**config.mk**
```make
export PLATFORM = sky130hd
export DESIGN_NAME = writeback_stage
export DESIGN_NICKNAME = d
export VERILOG_FILES = /design/src/rtl/cpu_pkg.sv /design/src/rtl/load_extract.sv /design/src/rtl/writeback_stage.sv
export SDC_FILE = /design/constraint.sdc
export NUM_CORES = 1
export LEC_CHECK = 0
export CAP_MARGIN = 20
export CORE_MARGIN = 8
export CORE_UTILIZATION = 64
export CTS_CLUSTER_SIZE = 30
export DETAILED_ROUTE_END_ITERATION = 8
export DONT_BUFFER_PORTS = 1
export PLACE_DENSITY = 0.8
export SLEW_MARGIN = 5
export SYNTH_ARGS = -nofsm -noshare
export SYNTH_HDL_FRONTEND = slang
export SYNTH_SLANG_ARGS = --single-unit
```
**constraint.sdc**
```tcl
create_clock -name clk -period 2.35 [get_ports clk]
set_input_delay 0.235 -clock clk [delete_from_list [all_inputs] [get_ports clk]]
set_output_delay 0.235 -clock clk [all_outputs]
set_load 0.005 [all_outputs]
```
**src/rtl/cpu_pkg.sv**
```systemverilog
// Shared CPU definitions: writeback state encoding, load width codes and datapath width.
package cpu_pkg;

   localparam int XLEN = 32;

   typedef enum logic {
      IDLE,
      WAIT_MEM
   } wb_state_e;

   typedef enum logic [2:0] {
      LB  = 3'b000,
      LH  = 3'b001,
      LW  = 3'b010,
      LBU = 3'b100,
      LHU = 3'b101
   } load_funct3_e;

endpackage

```
**src/rtl/load_extract.sv**
```systemverilog
// Load data alignment and extension from a word-aligned read, plus legality check.
module load_extract
   import cpu_pkg::*;
(
   input  logic [2:0]  funct3,
   input  logic [1:0]  addr_lo,
   input  logic [31:0] rdata,
   output logic [31:0] data,
   output logic        fault
);

   logic [7:0]  byte_sel;
   logic [15:0] half_sel;

   always_comb begin
      case (addr_lo)
         2'd0:    byte_sel = rdata[7:0];
         2'd1:    byte_sel = rdata[15:8];
         2'd2:    byte_sel = rdata[23:16];
         default: byte_sel = rdata[31:24];
      endcase
      half_sel = addr_lo[1] ? rdata[31:16] : rdata[15:0];
   end

   always_comb begin
      data  = '0;
      fault = 1'b0;
      case (funct3)
         LB:  data = {{24{byte_sel[7]}}, byte_sel};
         LBU: data = {24'd0, byte_sel};
         LH: begin
            data  = {{16{half_sel[15]}}, half_sel};
            fault = addr_lo[0];
         end
         LHU: begin
            data  = {16'd0, half_sel};
            fault = addr_lo[0];
         end
         LW: begin
            data  = rdata;
            fault = |addr_lo;
         end
         default: fault = 1'b1;
      endcase
   end

endmodule

```
**src/rtl/writeback_stage.sv**
```systemverilog
// Final pipeline stage: completes non-loads directly, waits on memory for loads,
// drives the register-file write port, its forwarding copy and the upstream stall.
//   state    | meaning
//   IDLE     | ready for a new op; non-loads and faulting loads complete here
//   WAIT_MEM | legal load accepted, holding off upstream until mem_rvalid
module writeback_stage
   import cpu_pkg::*;
#(
   parameter int XLEN   = 32,
   parameter int PERF_W = 32
) (
   input  logic              clk,
   input  logic              rst,
   input  logic              in_valid,
   output logic              in_ready,
   input  logic [XLEN-1:0]   in_pre_wb,
   input  logic [4:0]        in_rd,
   input  logic              in_reg_write,
   input  logic              in_is_load,
   input  logic [2:0]        in_load_funct3,
   input  logic [1:0]        in_addr_lo,
   input  logic              mem_rvalid,
   input  logic [XLEN-1:0]   mem_rdata,
   output logic              rf_we,
   output logic [4:0]        rf_waddr,
   output logic [XLEN-1:0]   rf_wdata,
   output logic              fwd_valid,
   output logic [4:0]        fwd_rd,
   output logic [XLEN-1:0]   fwd_data,
   output logic              stall,
   output logic              load_fault,
   output logic [PERF_W-1:0] perf_stall_cycles
);

   wb_state_e       state, state_nxt;
   logic [4:0]      rd_q;
   logic [2:0]      funct3_q;
   logic [1:0]      addr_lo_q;
   logic            reg_write_q;
   logic            accept;
   logic [2:0]      ex_funct3;
   logic [1:0]      ex_addr_lo;
   logic [XLEN-1:0] ex_data;
   logic            ex_fault;

   assign in_ready = (state == IDLE);
   assign stall    = ~in_ready;
   assign accept   = in_valid && in_ready;

   // One extractor serves both uses: fault check on the incoming op while idle,
   // data extraction for the latched load while waiting.
   assign ex_funct3  = in_ready ? in_load_funct3 : funct3_q;
   assign ex_addr_lo = in_ready ? in_addr_lo     : addr_lo_q;

   load_extract u_extract (
      .funct3  (ex_funct3),
      .addr_lo (ex_addr_lo),
      .rdata   (mem_rdata),
      .data    (ex_data),
      .fault   (ex_fault)
   );

   always_ff @(posedge clk) begin
      if (rst) state <= IDLE;
      else     state <= state_nxt;
   end

   always_comb begin
      state_nxt = state;
      case (state)
         IDLE:     if (accept && in_is_load && !ex_fault) state_nxt = WAIT_MEM;
         WAIT_MEM: if (mem_rvalid) state_nxt = IDLE;
         default:  state_nxt = IDLE;
      endcase
   end

   always_ff @(posedge clk) begin
      if (rst) begin
         rf_we             <= 1'b0;
         rf_waddr          <= '0;
         rf_wdata          <= '0;
         load_fault        <= 1'b0;
         perf_stall_cycles <= '0;
         rd_q              <= '0;
         funct3_q          <= '0;
         addr_lo_q         <= '0;
         reg_write_q       <= 1'b0;
      end else begin
         rf_we      <= 1'b0;
         load_fault <= 1'b0;
         if (stall && (perf_stall_cycles != '1))
            perf_stall_cycles <= perf_stall_cycles + PERF_W'(1);
         if (accept) begin
            if (!in_is_load) begin
               rf_we    <= in_reg_write && (in_rd != 5'd0);
               rf_waddr <= in_rd;
               rf_wdata <= in_pre_wb;
            end else if (ex_fault) begin
               load_fault <= 1'b1;
            end else begin
               rd_q        <= in_rd;
               funct3_q    <= in_load_funct3;
               addr_lo_q   <= in_addr_lo;
               reg_write_q <= in_reg_write;
            end
         end else if ((state == WAIT_MEM) && mem_rvalid) begin
            rf_we    <= reg_write_q && (rd_q != 5'd0);
            rf_waddr <= rd_q;
            rf_wdata <= ex_data;
         end
      end
   end

   assign fwd_valid = rf_we;
   assign fwd_rd    = rf_waddr;
   assign fwd_data  = rf_wdata;

endmodule

```
### Word-level counts from Yosys, hierarchy flattened

Index checks and enable logic that the tools add are counted.

* logic and storage cells: 61
* bits of input ports: 80
* register bits after elaboration: 83

* reduce and logical (&&, ||, !) cells: 19
* equality and inequality tests: 8
* bitwise operators: 4
* muxes and demuxes: 19
* add/sub/neg operators: 1

Operators with widths (count)
* one-hot mux 32 bit (5 select lines): 1
* two-way mux 32 bit: 3
* adder 32 x 1 -> 32 bit (second input constant): 1
* != test 32 bit (second input constant): 1
* one-hot mux 8 bit (3 select lines): 1
* two-way mux 16 bit: 1
* two-way mux 5 bit: 3
* nonzero test 5 bit: 2
* logical AND 1 bit: 7
* == test 3 bit (second input constant): 2
* two-way mux 1 bit: 6
* OR reduction 2 bit: 3
* NOT 1 bit: 4
* == test 3 x 1 -> 1 bit (second input constant): 1
* == test 3 x 2 -> 1 bit (second input constant): 1
* zero test 3 bit: 1
* two-way mux 3 bit: 1
* one-hot mux 1 bit (3 select lines): 1
* AND reduction 3 bit: 1
* OR reduction 3 bit: 1
* == test 2 x 1 -> 1 bit (second input constant): 1
* == test 2 bit (second input constant): 1
* zero test 2 bit: 1
* two-way mux 2 bit: 1
* 5 further kinds: 5

### Logic depth before layout (Yosys ltp)

Gate-level depths: netlist (run 1).

* depth after elaboration: 8
* mapped depth: 9
* depth with buffers taken out: 6

### By module

From an unflattened synthesis (run 1), not the netlist that was laid out.

* cell total of the unflattened synthesis: 554
* area total of the unflattened synthesis: 4785.8 um^2

By module, submodules not included
* writeback_stage: cells an instance 476, times used 1, area each 4100.2 um^2
* load_extract: cells an instance 78, times used 1, area each 685.7 um^2

### Worst setup path after synthesis (run 1)

OpenSTA, ideal clock, no wires.

* path kind: flip-flop to flip-flop
* from: register state, in the netlist stall
* to: register rf_wdata[20], in the netlist fwd_data[20]
* path slack: 0.246 ns
* data arrival time: 1.979 ns
* period minus slack after synthesis: 2.104 ns
* stages on the path, launching flop included: 8
* required time: 2.224 ns
* setup time: 0.126 ns
* cell sequence: dfxtp_1 -> buf_4 -> mux2i_1 -> mux2i_1 -> mux2i_1 -> a211oi_2 -> buf_2 -> a31oi_1

* longest elaborated chain between the ends: 6

RTL lines
* start, declared: RTL line writeback_stage.sv:35 `wb_state_e state, state_nxt;`
* start signal, assigned: RTL line writeback_stage.sv:65 `else state <= state_nxt;`
* two-way mux 2 bit: RTL line writeback_stage.sv:53 `assign ex_addr_lo = in_ready ? in_addr_lo : addr_lo_q;`
* == test 2 bit, or another cell as far along: RTL line load_extract.sv:16 `case (addr_lo)`
* one-hot mux 8 bit (3 select lines): RTL line load_extract.sv:16
* one-hot mux 32 bit (5 select lines): RTL line load_extract.sv:28 `case (funct3)`
* two-way mux 32 bit: RTL line writeback_stage.sv:106 `end else if ((state == WAIT_MEM) && mem_rvalid) begin`
* two-way mux 32 bit: RTL line writeback_stage.sv:93 `if (accept) begin`
* end signal, assigned: RTL line writeback_stage.sv:97 `rf_wdata <= in_pre_wb;`
* end signal, assigned: RTL line writeback_stage.sv:109 `rf_wdata <= ex_data;`
* end, declared: RTL line writeback_stage.sv:26 `output logic [XLEN-1:0] rf_wdata,`

Several ways; a longest one is shown, not always the timed one. The select of a mux whose other input is x is not followed.
A chain may end at the register's enable or synchronous reset.

### Worst setup path after layout (run 1)

* from: register state, in the netlist stall
* to: register rf_wdata[17], in the netlist fwd_data[17]

Same word-level chain as after synthesis.

==> flow_summary.html, run 1 <==
<table>
<tr><th>Metric</th><th>Value</th></tr>
<tr><th colspan="2">Critical path</th></tr>
<tr><td>Critical setup path kind</td><td>reg -&gt; reg</td></tr>
<tr><td>Ordered list of cells on the worst path</td><td>mux2i_1 &gt; mux2i_1 &gt; mux2i_1 &gt; a211oi_2 &gt; buf_4 &gt; a31oi_1</td></tr>
<tr><td>Data arrival time of the critical path</td><td>2.42 ns</td></tr>
<tr><td>Startpoint Class</td><td>flip-flop</td></tr>
<tr><td>Max FO, Critical Path</td><td>16</td></tr>
<tr><td>CP max stage delay</td><td>0.50 ns</td></tr>
<tr><td>Worst endpoint required time</td><td>2.57 ns</td></tr>
<tr><td>Most common cell type on the critical path</td><td>mux2i_1</td></tr>
<tr><td>Critical-path top delay cell</td><td>mux2i_1</td></tr>
<tr><td>Sort of element at the end of the critical path</td><td>flip-flop</td></tr>
<tr><td>Register-to-register path setup slack</td><td>0.15 ns</td></tr>
<tr><th colspan="2">GRT</th></tr>
<tr><td>Via count of the first global-routing pass</td><td>4,172</td></tr>
<tr><td>Total gr overflow</td><td>0</td></tr>
<tr><td>Pin count of the biggest net entering global routing</td><td>50</td></tr>
<tr><td>Wire length of the first global-routing pass</td><td>between 20,000 and 25,000 um</td></tr>
<tr><td>GRT Util Overall</td><td>0.2676</td></tr>
<tr><td>Initial antenna violation count</td><td>0</td></tr>
<tr><th colspan="2">Worst hold path</th></tr>
<tr><td>Worst min-delay path category</td><td>in -&gt; reg</td></tr>
<tr><th colspan="2">Synth</th></tr>
<tr><td>Number of storage elements in the synthesis netlist</td><td>83</td></tr>
<tr><td>Syn Nets</td><td>668</td></tr>
<tr><td>Share of flip-flops with an asynchronous set or reset after synthesis</td><td>0</td></tr>
<tr><td>Post-synth EDFFs</td><td>0</td></tr>
<tr><td>Post-synthesis area per instance</td><td>between 8 and 9 um^2</td></tr>
<tr><td>Mapped Cells</td><td>587</td></tr>
<tr><td>Sequential area share after synthesis</td><td>0.3438</td></tr>
<tr><td>Number of distinct library cells after synthesis</td><td>60</td></tr>
<tr><td>Count of warnings emitted by yosys</td><td>0</td></tr>
<tr><td>Most common flop cell mapped by yosys</td><td>dfxtp_1</td></tr>
<tr><td>Post-synthesis instance area</td><td>4833 um^2</td></tr>
<tr><th colspan="2">Die</th></tr>
<tr><td>Die Outline Area</td><td>10,590 um^2</td></tr>
<tr><td>Starting utilization of the core area</td><td>0.6628</td></tr>
<tr><td>Die height</td><td>roughly 100 um</td></tr>
<tr><td>I/O pin count</td><td>191</td></tr>
<tr><td>Number of rows in the core area</td><td>31</td></tr>
<tr><td>Die span in x</td><td>102.9 um</td></tr>
<tr><td>Total core area</td><td>7292 um^2</td></tr>
<tr><th colspan="2">STA</th></tr>
<tr><td>Time the final worst path needs with I/O delays and setup</td><td>2.198 ns</td></tr>
<tr><td>Number of setup violations in the final report</td><td>0</td></tr>
<tr><td>Final Cycle Share</td><td>0.9353</td></tr>
<tr><td>Peak clock frequency supported by timing</td><td>455.0 MHz</td></tr>
<tr><td>Sum of negative setup slack</td><td>0 ns</td></tr>
<tr><td>Unrepaired setup endpoints after global routing</td><td>false</td></tr>
<tr><td>Number of hold violations in the final report</td><td>0</td></tr>
<tr><td>Slack of the critical path</td><td>about 0.15 ns</td></tr>
<tr><td>Largest clock skew in the final design</td><td>0.01152 ns</td></tr>
<tr><td>Final Max Slew Viols</td><td>0</td></tr>
<tr><td>Hold slack</td><td>0.01127 ns</td></tr>
<tr><td>Transition time at the pin with the least slew margin</td><td>slightly below 0.7 ns</td></tr>
<tr><td>Worst-case headroom to the max-slew limit</td><td>0.5473</td></tr>
<tr><th colspan="2">Power</th></tr>
<tr><td>Leakage power of the design</td><td>1.703 nW</td></tr>
<tr><td>Relative contribution of combinational cells to total power</td><td>0.130</td></tr>
<tr><td>Net Sw Frac</td><td>0.2714</td></tr>
<tr><td>Clk pwr share</td><td>0.375</td></tr>
<tr><td>Worst-case vdd ir drop</td><td>0.0004454 V</td></tr>
<tr><td>Proportion of power drawn by flip-flops and latches</td><td>0.495</td></tr>
<tr><td>Power Internal</td><td>2.262 mW</td></tr>
<tr><td>Sw Pwr</td><td>0.8425 mW</td></tr>
<tr><td>PwrDens</td><td>624.2 nW/um^2</td></tr>
<tr><td>Power Total</td><td>3.105 mW</td></tr>
<tr><th colspan="2">Clock network</th></tr>
<tr><td>Clock Latency Late Sink</td><td>~0.35 ns</td></tr>
<tr><td>Clock buffer count from CTS</td><td>9</td></tr>
<tr><td>Clock tree from TritonCTS</td><td>done</td></tr>
<tr><td>Bufs on Longest Clock Path</td><td>2</td></tr>
<tr><td>Number of sinks on the clock net</td><td>83</td></tr>
<tr><td>Cell at the root of the clock tree</td><td>clkbuf_8</td></tr>
<tr><td>CTS H-tree lvls</td><td>3</td></tr>
<tr><td>Buffer count from post-CTS setup fixing</td><td>0</td></tr>
<tr><td>Clock edge transition at the registers on the reported setup and hold paths</td><td>~0.090 ns</td></tr>
<tr><th colspan="2">Route</th></tr>
<tr><td>Initial detailed-routing violation count</td><td>383</td></tr>
<tr><td>Via count of the routed design</td><td>4,610</td></tr>
<tr><td>WL/cell</td><td>22.15 um</td></tr>
<tr><td>1st-pass router iterations</td><td>5</td></tr>
<tr><td>Antenna Nets Post-Route</td><td>0</td></tr>
<tr><td>Via density per instance</td><td>6.995</td></tr>
<tr><td>Drt total wl</td><td>14,590 um</td></tr>
<tr><td>Count of unresolved DRC violations after routing</td><td>0</td></tr>
<tr><th colspan="2">Placement</th></tr>
<tr><td>Count of placed standard cells including taps</td><td>639</td></tr>
<tr><td>Final weighted congestion in routability-driven placement</td><td>0.8857</td></tr>
<tr><td>Post-detail-place hpwl</td><td>about 11,000 um</td></tr>
<tr><td>Port bufs</td><td>0</td></tr>
<tr><td>Setup slack at placement</td><td>between 0.09 and 0.1 ns</td></tr>
<tr><td>Cell area reported after detailed placement</td><td>4698 um^2</td></tr>
<tr><th colspan="2">Final layout</th></tr>
<tr><td>Final core utilization</td><td>0.6821</td></tr>
<tr><td>Area Growth Syn to Fin</td><td>2.899%</td></tr>
<tr><td>Post-route standard cell area excluding fillers</td><td>between 4000 and 5000 um^2</td></tr>
<tr><td>Final Non-Filler Cells</td><td>~660</td></tr>
<tr><td>Number of nets in the layout</td><td>635</td></tr>
<tr><td>Fraction of final layout cells sized beyond drive strength 1</td><td>0.1145</td></tr>
<tr><td>Number of filler cells placed in the layout</td><td>634</td></tr>
<tr><th colspan="2">Flow run</th></tr>
<tr><td>Max-cap viol count</td><td>0</td></tr>
<tr><th colspan="2">Status</th></tr>
<tr><td>Status</td><td>completed</td></tr>
</table>
==> Yosys cell counts, types with 7 or more instances <==
library cell	instances	share of area
or3_1	8	0.010
inv_1	9	0.0070
buf_4	40	0.062
nand3_1	31	0.032
nor2_1	36	0.028
a21oi_1	36	0.037
and4_1	20	0.036
a31oi_1	20	0.026
a2bb2oi_1	7	0.013
o21bai_1	7	0.011
o21ai_0	9	0.0093
a211oi_1	11	0.017
dfxtp_1	83	0.34
a22oi_1	7	0.011
a31o_2	7	0.013
nor3_1	9	0.0093
mux2i_1	23	0.048
o22ai_1	10	0.013
o221ai_1	23	0.042
clkbuf_1	22	0.017
or4_1	9	0.014
nand2_1	83	0.064
==> registers in the layout, summed over array words and instances (netlist names) <==
register / flops
fwd_rd: 5
load_fault: 1
funct3_q: 3
fwd_data: 32
fwd_valid: 1
reg_write_q: 1
addr_lo_q: 2
perf_stall_cycles: 32
stall: 1
rd_q: 5
==> routing by layer <==
| metal | vias to the layer above | track usage | routed length [um] |
|---|---|---|---|
| li1 | 2121 | - | - |
| met1 | 2151 | 0.3265 | 5635 |
| met2 | 290 | 0.4020 | 6637 |
| met3 | 48 | 0.1141 | 1888 |
| met4 | 0 | 0.1146 | 433 |
| met5 | - | 0 | 0 |
==> cell type report <==
class	count	area, um^2	share of cell area
multi-input combinational	423	2696	0.5421
sequential	83	1662	0.3341
timing repair buffer	28	227.7	0.04579
clock buffer	11	141.4	0.02843
tap	99	123.9	0.02491
clock inverter	5	86.33	0.01736
inverter	9	33.78	0.006792
antenna	1	2.502	0.0005031
==> cells by family after synthesis <==
family / synth area share
AO/OA/AOI/OAI: 0.2506
XOR/XNOR: 0.01631
adder cells (fa/ha/maj): 0.002588
buffers and inverters: 0.09992
flip-flops: 0.3438
multiplexers: 0.04996
AND/OR/NAND/NOR: 0.2369
==> worst paths after layout <==
kind	start	endpoint	cells past startpoint
max reg2reg	stall$_SDFF_PP0_	fwd_data[17]$_SDFFE_PP0P_	6
min reg2reg	reg_write_q$_SDFFE_PP0P_	reg_write_q$_SDFFE_PP0P_	2
max	stall$_SDFF_PP0_	fwd_data[17]$_SDFFE_PP0P_	6
min	mem_rdata[24]	fwd_data[8]$_SDFFE_PP0P_	2
==> layout by cell type, fill, tap and decap left out, types with 3 or more instances in the layout <==
master / netlist / routed
a31o_2: 7 / 7
o221ai_1: 23 / 23
or3_2: 3 / 3
xor2_1: 4 / 4
and3_1: 3 / 3
and2_1: 3 / 3
nand2_1: 83 / 83
nor2_1: 36 / 36
clkinv_4: 0 / 3
o2111ai_1: 3 / 3
a22oi_1: 7 / 7
o22ai_1: 10 / 10
o211ai_1: 5 / 5
a31oi_1: 20 / 20
nand3_1: 31 / 31
nor3_1: 9 / 8
inv_1: 9 / 9
dfxtp_1: 83 / 83
and4_1: 20 / 20
clkbuf_8: 0 / 10
o21ai_0: 9 / 9
a21oi_1: 36 / 36
or4_1: 9 / 9
a211oi_1: 11 / 11
xnor2_1: 5 / 5
o31ai_1: 5 / 5
or3_1: 8 / 8
o21bai_1: 7 / 7
mux2i_1: 23 / 23
a2bb2oi_1: 7 / 7
nand4_1: 4 / 4
buf_4: 40 / 25
==> timing repair <==
item                                   in CTS  in global routing
setup endpoints to repair                   0                  9
hold buffers                                2                  1
endpoints found under the hold margin      49                  1
resized for setup                           0                  1
==> power groups by stage <==
stage | combinational [mW] | clock (mW) | sequential (mW)
finish | 0.403 | 1.16 | 1.54
floorplan | 0.376 | 0 | 1.54
CTS | 0.395 | 1.18 | 1.54
detailed placement | 0.374 | 0 | 1.57
global route | 0.440 | 1.25 | 1.55
global placement | 0.361 | 0 | 1.57
==> critical path: cells and delay by family (launching register included) <==
kind                   cells  cell delay, ns
multiplexers               3            1.12
flip-flops                 1            0.37
AO/OA/AOI/OAI              2            0.33
buffers and inverters      1            0.24
Power figures use the tool's default switching activity.
==> run 2: changes to the inputs <==
SYNTH_HIERARCHICAL = 1   (was default)
==> flow_summary.html, run 2 <==
<table>
<tr><th>Metric</th><th>Value</th></tr>
<tr><th colspan="2">Synth</th></tr>
<tr><td>Post-synthesis instance area</td><td>4786 um^2 (-0.98%)</td></tr>
<tr><td>Largest cells by area after synthesis</td><td>dfxtp_1, mux2i_1, buf_4, a211oi_1, nor2_1</td></tr>
<tr><td>Mapped Cells</td><td>554 (-5.6%)</td></tr>
<tr><td>Syn Nets</td><td>635 (-4.9%)</td></tr>
<tr><td>Count of warnings emitted by yosys</td><td>6 (+6)</td></tr>
<tr><td>Library cell with the largest summed area after synthesis</td><td>dfxtp_1</td></tr>
<tr><td>Area fraction of the dominant cell type after synthesis</td><td>0.3472 (+0.003415)</td></tr>
<tr><td>Post-synth EDFFs</td><td>0 (unchanged)</td></tr>
<tr><td>Post-synthesis area per instance</td><td>8.639 um^2 (+4.9%)</td></tr>
<tr><td>Leading cell types by count after synthesis</td><td>dfxtp_1, nor2_1, mux2i_1</td></tr>
<tr><td>Most common flop cell mapped by yosys</td><td>dfxtp_1</td></tr>
<tr><td>Library cell with the highest instance count after synthesis</td><td>dfxtp_1</td></tr>
<tr><td>Sequential area share after synthesis</td><td>0.3472 (+0.003415)</td></tr>
<tr><td>Number of storage elements in the synthesis netlist</td><td>83 (unchanged)</td></tr>
<tr><td>Share of flip-flops with an asynchronous set or reset after synthesis</td><td>0 (unchanged)</td></tr>
<tr><td>Number of distinct library cells after synthesis</td><td>49 (-18%)</td></tr>
<tr><th colspan="2">Die</th></tr>
<tr><td>Starting utilization of the core area</td><td>0.6598 (-0.003011)</td></tr>
<tr><td>I/O pin count</td><td>191 (unchanged)</td></tr>
<tr><td>Total core area</td><td>7253 um^2 (-0.53%)</td></tr>
<tr><td>Number of rows in the core area</td><td>31 (unchanged)</td></tr>
<tr><td>Die height</td><td>102.5 um (-0.42%)</td></tr>
<tr><td>Die span in x</td><td>102.5 um (-0.42%)</td></tr>
<tr><td>Die Outline Area</td><td>10,500 um^2 (-0.83%)</td></tr>
<tr><th colspan="2">Worst hold path</th></tr>
<tr><td>Worst min-delay path category</td><td>in -&gt; reg</td></tr>
<tr><th colspan="2">Clock network</th></tr>
<tr><td>Number of sinks on the clock net</td><td>83 (unchanged)</td></tr>
<tr><td>CTS H-tree lvls</td><td>3 (unchanged)</td></tr>
<tr><td>Clock edge transition at the registers on the reported setup and hold paths</td><td>0.09 ns (about the same)</td></tr>
<tr><td>Clock Latency Late Sink</td><td>0.35 ns (about the same)</td></tr>
<tr><td>Clock tree from TritonCTS</td><td>done</td></tr>
<tr><td>Clock buffer count from CTS</td><td>9 (unchanged)</td></tr>
<tr><td>Cell at the root of the clock tree</td><td>clkbuf_8</td></tr>
<tr><td>Bufs on Longest Clock Path</td><td>2 (unchanged)</td></tr>
<tr><th colspan="2">Power</th></tr>
<tr><td>Worst-case vdd ir drop</td><td>0.0003596 V (-19%)</td></tr>
<tr><td>Power Total</td><td>2.991 mW (-3.6%)</td></tr>
<tr><td>PwrDens</td><td>593.7 nW/um^2 (-4.9%)</td></tr>
<tr><td>Leakage power of the design</td><td>1.894 nW (+11%)</td></tr>
<tr><th colspan="2">STA</th></tr>
<tr><td>Slack of the critical path</td><td>0.07217 ns (-0.07997 ns)</td></tr>
<tr><td>Transition time at the pin with the least slew margin</td><td>0.5178 ns (-0.1581 ns)</td></tr>
<tr><td>Final Cycle Share</td><td>0.9693 (+0.03403)</td></tr>
<tr><td>Worst-case headroom to the max-slew limit</td><td>0.6533 (+0.1060)</td></tr>
<tr><td>Unrepaired setup endpoints after global routing</td><td>false</td></tr>
<tr><td>Hold slack</td><td>0.02139 ns (+0.01011 ns)</td></tr>
<tr><td>Number of hold violations in the final report</td><td>0 (unchanged)</td></tr>
<tr><td>Largest clock skew in the final design</td><td>0.009763 ns (-0.001755 ns)</td></tr>
<tr><td>Final Max Slew Viols</td><td>0 (unchanged)</td></tr>
<tr><td>Peak clock frequency supported by timing</td><td>439.0 MHz (-3.5%)</td></tr>
<tr><td>Number of setup violations in the final report</td><td>0 (unchanged)</td></tr>
<tr><td>Sum of negative setup slack</td><td>0 ns (unchanged)</td></tr>
<tr><td>Time the final worst path needs with I/O delays and setup</td><td>2.278 ns (+0.07997 ns)</td></tr>
<tr><th colspan="2">Critical path</th></tr>
<tr><td>Worst endpoint required time</td><td>2.60 ns (+0.03 ns)</td></tr>
<tr><td>Sort of element at the end of the critical path</td><td>flip-flop</td></tr>
<tr><td>Max FO, Critical Path</td><td>9 (-7)</td></tr>
<tr><td>Data arrival time of the critical path</td><td>2.53 ns (+0.11 ns)</td></tr>
<tr><td>Critical setup path kind</td><td>reg -&gt; reg</td></tr>
<tr><td>Startpoint Class</td><td>flip-flop</td></tr>
<tr><th colspan="2">Route</th></tr>
<tr><td>Count of unresolved DRC violations after routing</td><td>0 (unchanged)</td></tr>
<tr><td>Antenna Nets Post-Route</td><td>0 (unchanged)</td></tr>
<tr><td>Via count of the routed design</td><td>4,125 (-11%)</td></tr>
<tr><td>Initial detailed-routing violation count</td><td>206 (-46%)</td></tr>
<tr><td>WL/cell</td><td>21.24 um (-4.1%)</td></tr>
<tr><td>1st-pass router iterations</td><td>5 (unchanged)</td></tr>
<tr><td>Drt total wl</td><td>13,470 um (-7.7%)</td></tr>
<tr><td>Via density per instance</td><td>6.506 (-7.0%)</td></tr>
<tr><th colspan="2">GRT</th></tr>
<tr><td>Total gr overflow</td><td>0 (unchanged)</td></tr>
<tr><td>GRT Util Overall</td><td>0.2535 (-0.01410)</td></tr>
<tr><td>Via count of the first global-routing pass</td><td>4,012 (-3.8%)</td></tr>
<tr><td>Wire length of the first global-routing pass</td><td>20,890 um (-5.7%)</td></tr>
<tr><td>Initial antenna violation count</td><td>0 (unchanged)</td></tr>
<tr><td>Pin count of the biggest net entering global routing</td><td>76 (+52%)</td></tr>
<tr><th colspan="2">Final layout</th></tr>
<tr><td>Number of antenna diodes</td><td>0 (-1)</td></tr>
<tr><td>Number of filler cells placed in the layout</td><td>574 (-9.5%)</td></tr>
<tr><td>Number of nets in the layout</td><td>611 (-3.8%)</td></tr>
<tr><td>Area Growth Syn to Fin</td><td>5.281%</td></tr>
<tr><td>Top library cells by usage in the layout, fill and taps aside</td><td>dfxtp_1, nor2_1, mux2i_1, nand2_1, a211oi_1</td></tr>
<tr><td>Post-route standard cell area excluding fillers</td><td>5039 um^2 (+1.3%)</td></tr>
<tr><td>Combined area of the multi-input logic cells</td><td>2671 um^2 (-0.93%)</td></tr>
<tr><td>Most common library cell in the layout ignoring fill and taps</td><td>dfxtp_1</td></tr>
<tr><td>Fraction of final layout cells sized beyond drive strength 1</td><td>0.1981 (+0.08364)</td></tr>
<tr><td>Total area of sequential cells</td><td>1663 um^2 (about the same)</td></tr>
<tr><th colspan="2">Placement</th></tr>
<tr><td>Setup slack at placement</td><td>-0.08422 ns (-0.1777 ns)</td></tr>
<tr><td>Post-detail-place hpwl</td><td>9998 um (-6.0%)</td></tr>
<tr><td>Cell area reported after detailed placement</td><td>4712 um^2 (+0.29%)</td></tr>
<tr><td>Port bufs</td><td>0 (unchanged)</td></tr>
<tr><td>Final weighted congestion in routability-driven placement</td><td>0.9243 (+4.4%)</td></tr>
<tr><th colspan="2">Status</th></tr>
<tr><td>Status</td><td>completed</td></tr>
<tr><th colspan="2">Flow run</th></tr>
<tr><td>Max-cap viol count</td><td>0 (unchanged)</td></tr>
</table>
run 2: changes by cell type after synthesis, moves of 16 or more:
cell,delta
a21o_2,+16
mux2i_1,+22
nand2_1,-46
a31oi_1,-19
o221ai_1,-23
nand3_1,-20
nor2b_1,+16
a211oi_1,+27
nor2_1,+31
and4_1,-16
run 2: area by class of cell:
cell class | count | area share
clock inverters | 6 | 0.009685
inverters | 9 | 0.006705
flip-flops and latches | 83 | 0.3300
multi-input cells | 386 | 0.5302
well taps | 99 | 0.02458
clock buffers | 10 | 0.02533
repair buffers | 41 | 0.07350
run 2: stage by stage:
stage | std cells | util
finish | 634 | 0.6947
global route | 634 | 0.6947
CTS | 633 | 0.6910
detailed placement | 608 | 0.6496
global placement | 608 | 0.6496
floorplan | 554 | -
run 2: report_power, final:
part / switching (mW) / internal, mW / leakage [nW]
Combinational: 0.248 / 0.231 / 1.14
Sequential: 0.0852 / 1.47 / 0.677
Clock: 0.560 / 0.394 / 0.0795
Total: 0.894 / 2.10 / 1.89
run 2: repair_timing:
| item | 4_1_cts | 5_1_grt |
|---|---|---|
| buffers inserted | 1 | 1 |
| pin swaps | 1 | 0 |
| endpoints found under the setup margin | 19 | 14 |
| resized for setup | 1 | 5 |
| hold buffers | 8 | 0 |
| endpoints found under the hold margin | 75 | 0 |
run 2: layer usage:
layer  routed length (um)  vias up  global-route usage
met5                    0        -                   0
met4                  286        0             0.09142
met3                 1597       24             0.09469
met2                 6725      226              0.4471
met1                 4857     1948              0.2692
li1                     -     1927                   -
run 2: path summary, 6_finish.rpt:
kind / cells after the start / slack (ns) / end / startpoint
setup / recovery: 7 / 0.07 / fwd_data[6]$_SDFFE_PP0P_ / stall$_SDFF_PP0_
setup reg to reg: 7 / 0.07 / fwd_data[6]$_SDFFE_PP0P_ / stall$_SDFF_PP0_
hold reg to reg: 2 / 0.46 / addr_lo_q[0]$_SDFFE_PP0P_ / addr_lo_q[0]$_SDFFE_PP0P_
hold / removal: 2 / 0.02 / rd_q[0]$_SDFFE_PP0P_ / in_rd[0]
run 2: worst max-delay path, stage by stage, from the launching register on:
cell and delay (ns):
dfxtp_2 0.43, mux2_2 0.38, buf_4 0.18, or3b_2 0.55, nor2b_2 0.16, a221o_1 0.14, mux2i_1 0.07, a211oi_1 0.28
run 2: cells by family after synthesis:
family / synth area share
adder cells (fa/ha/maj): 0.002614
AO/OA/AOI/OAI: 0.2039
buffers and inverters: 0.1017
multiplexers: 0.1365
flip-flops: 0.3472
XOR/XNOR: 0.003661
AND/OR/NAND/NOR: 0.2044
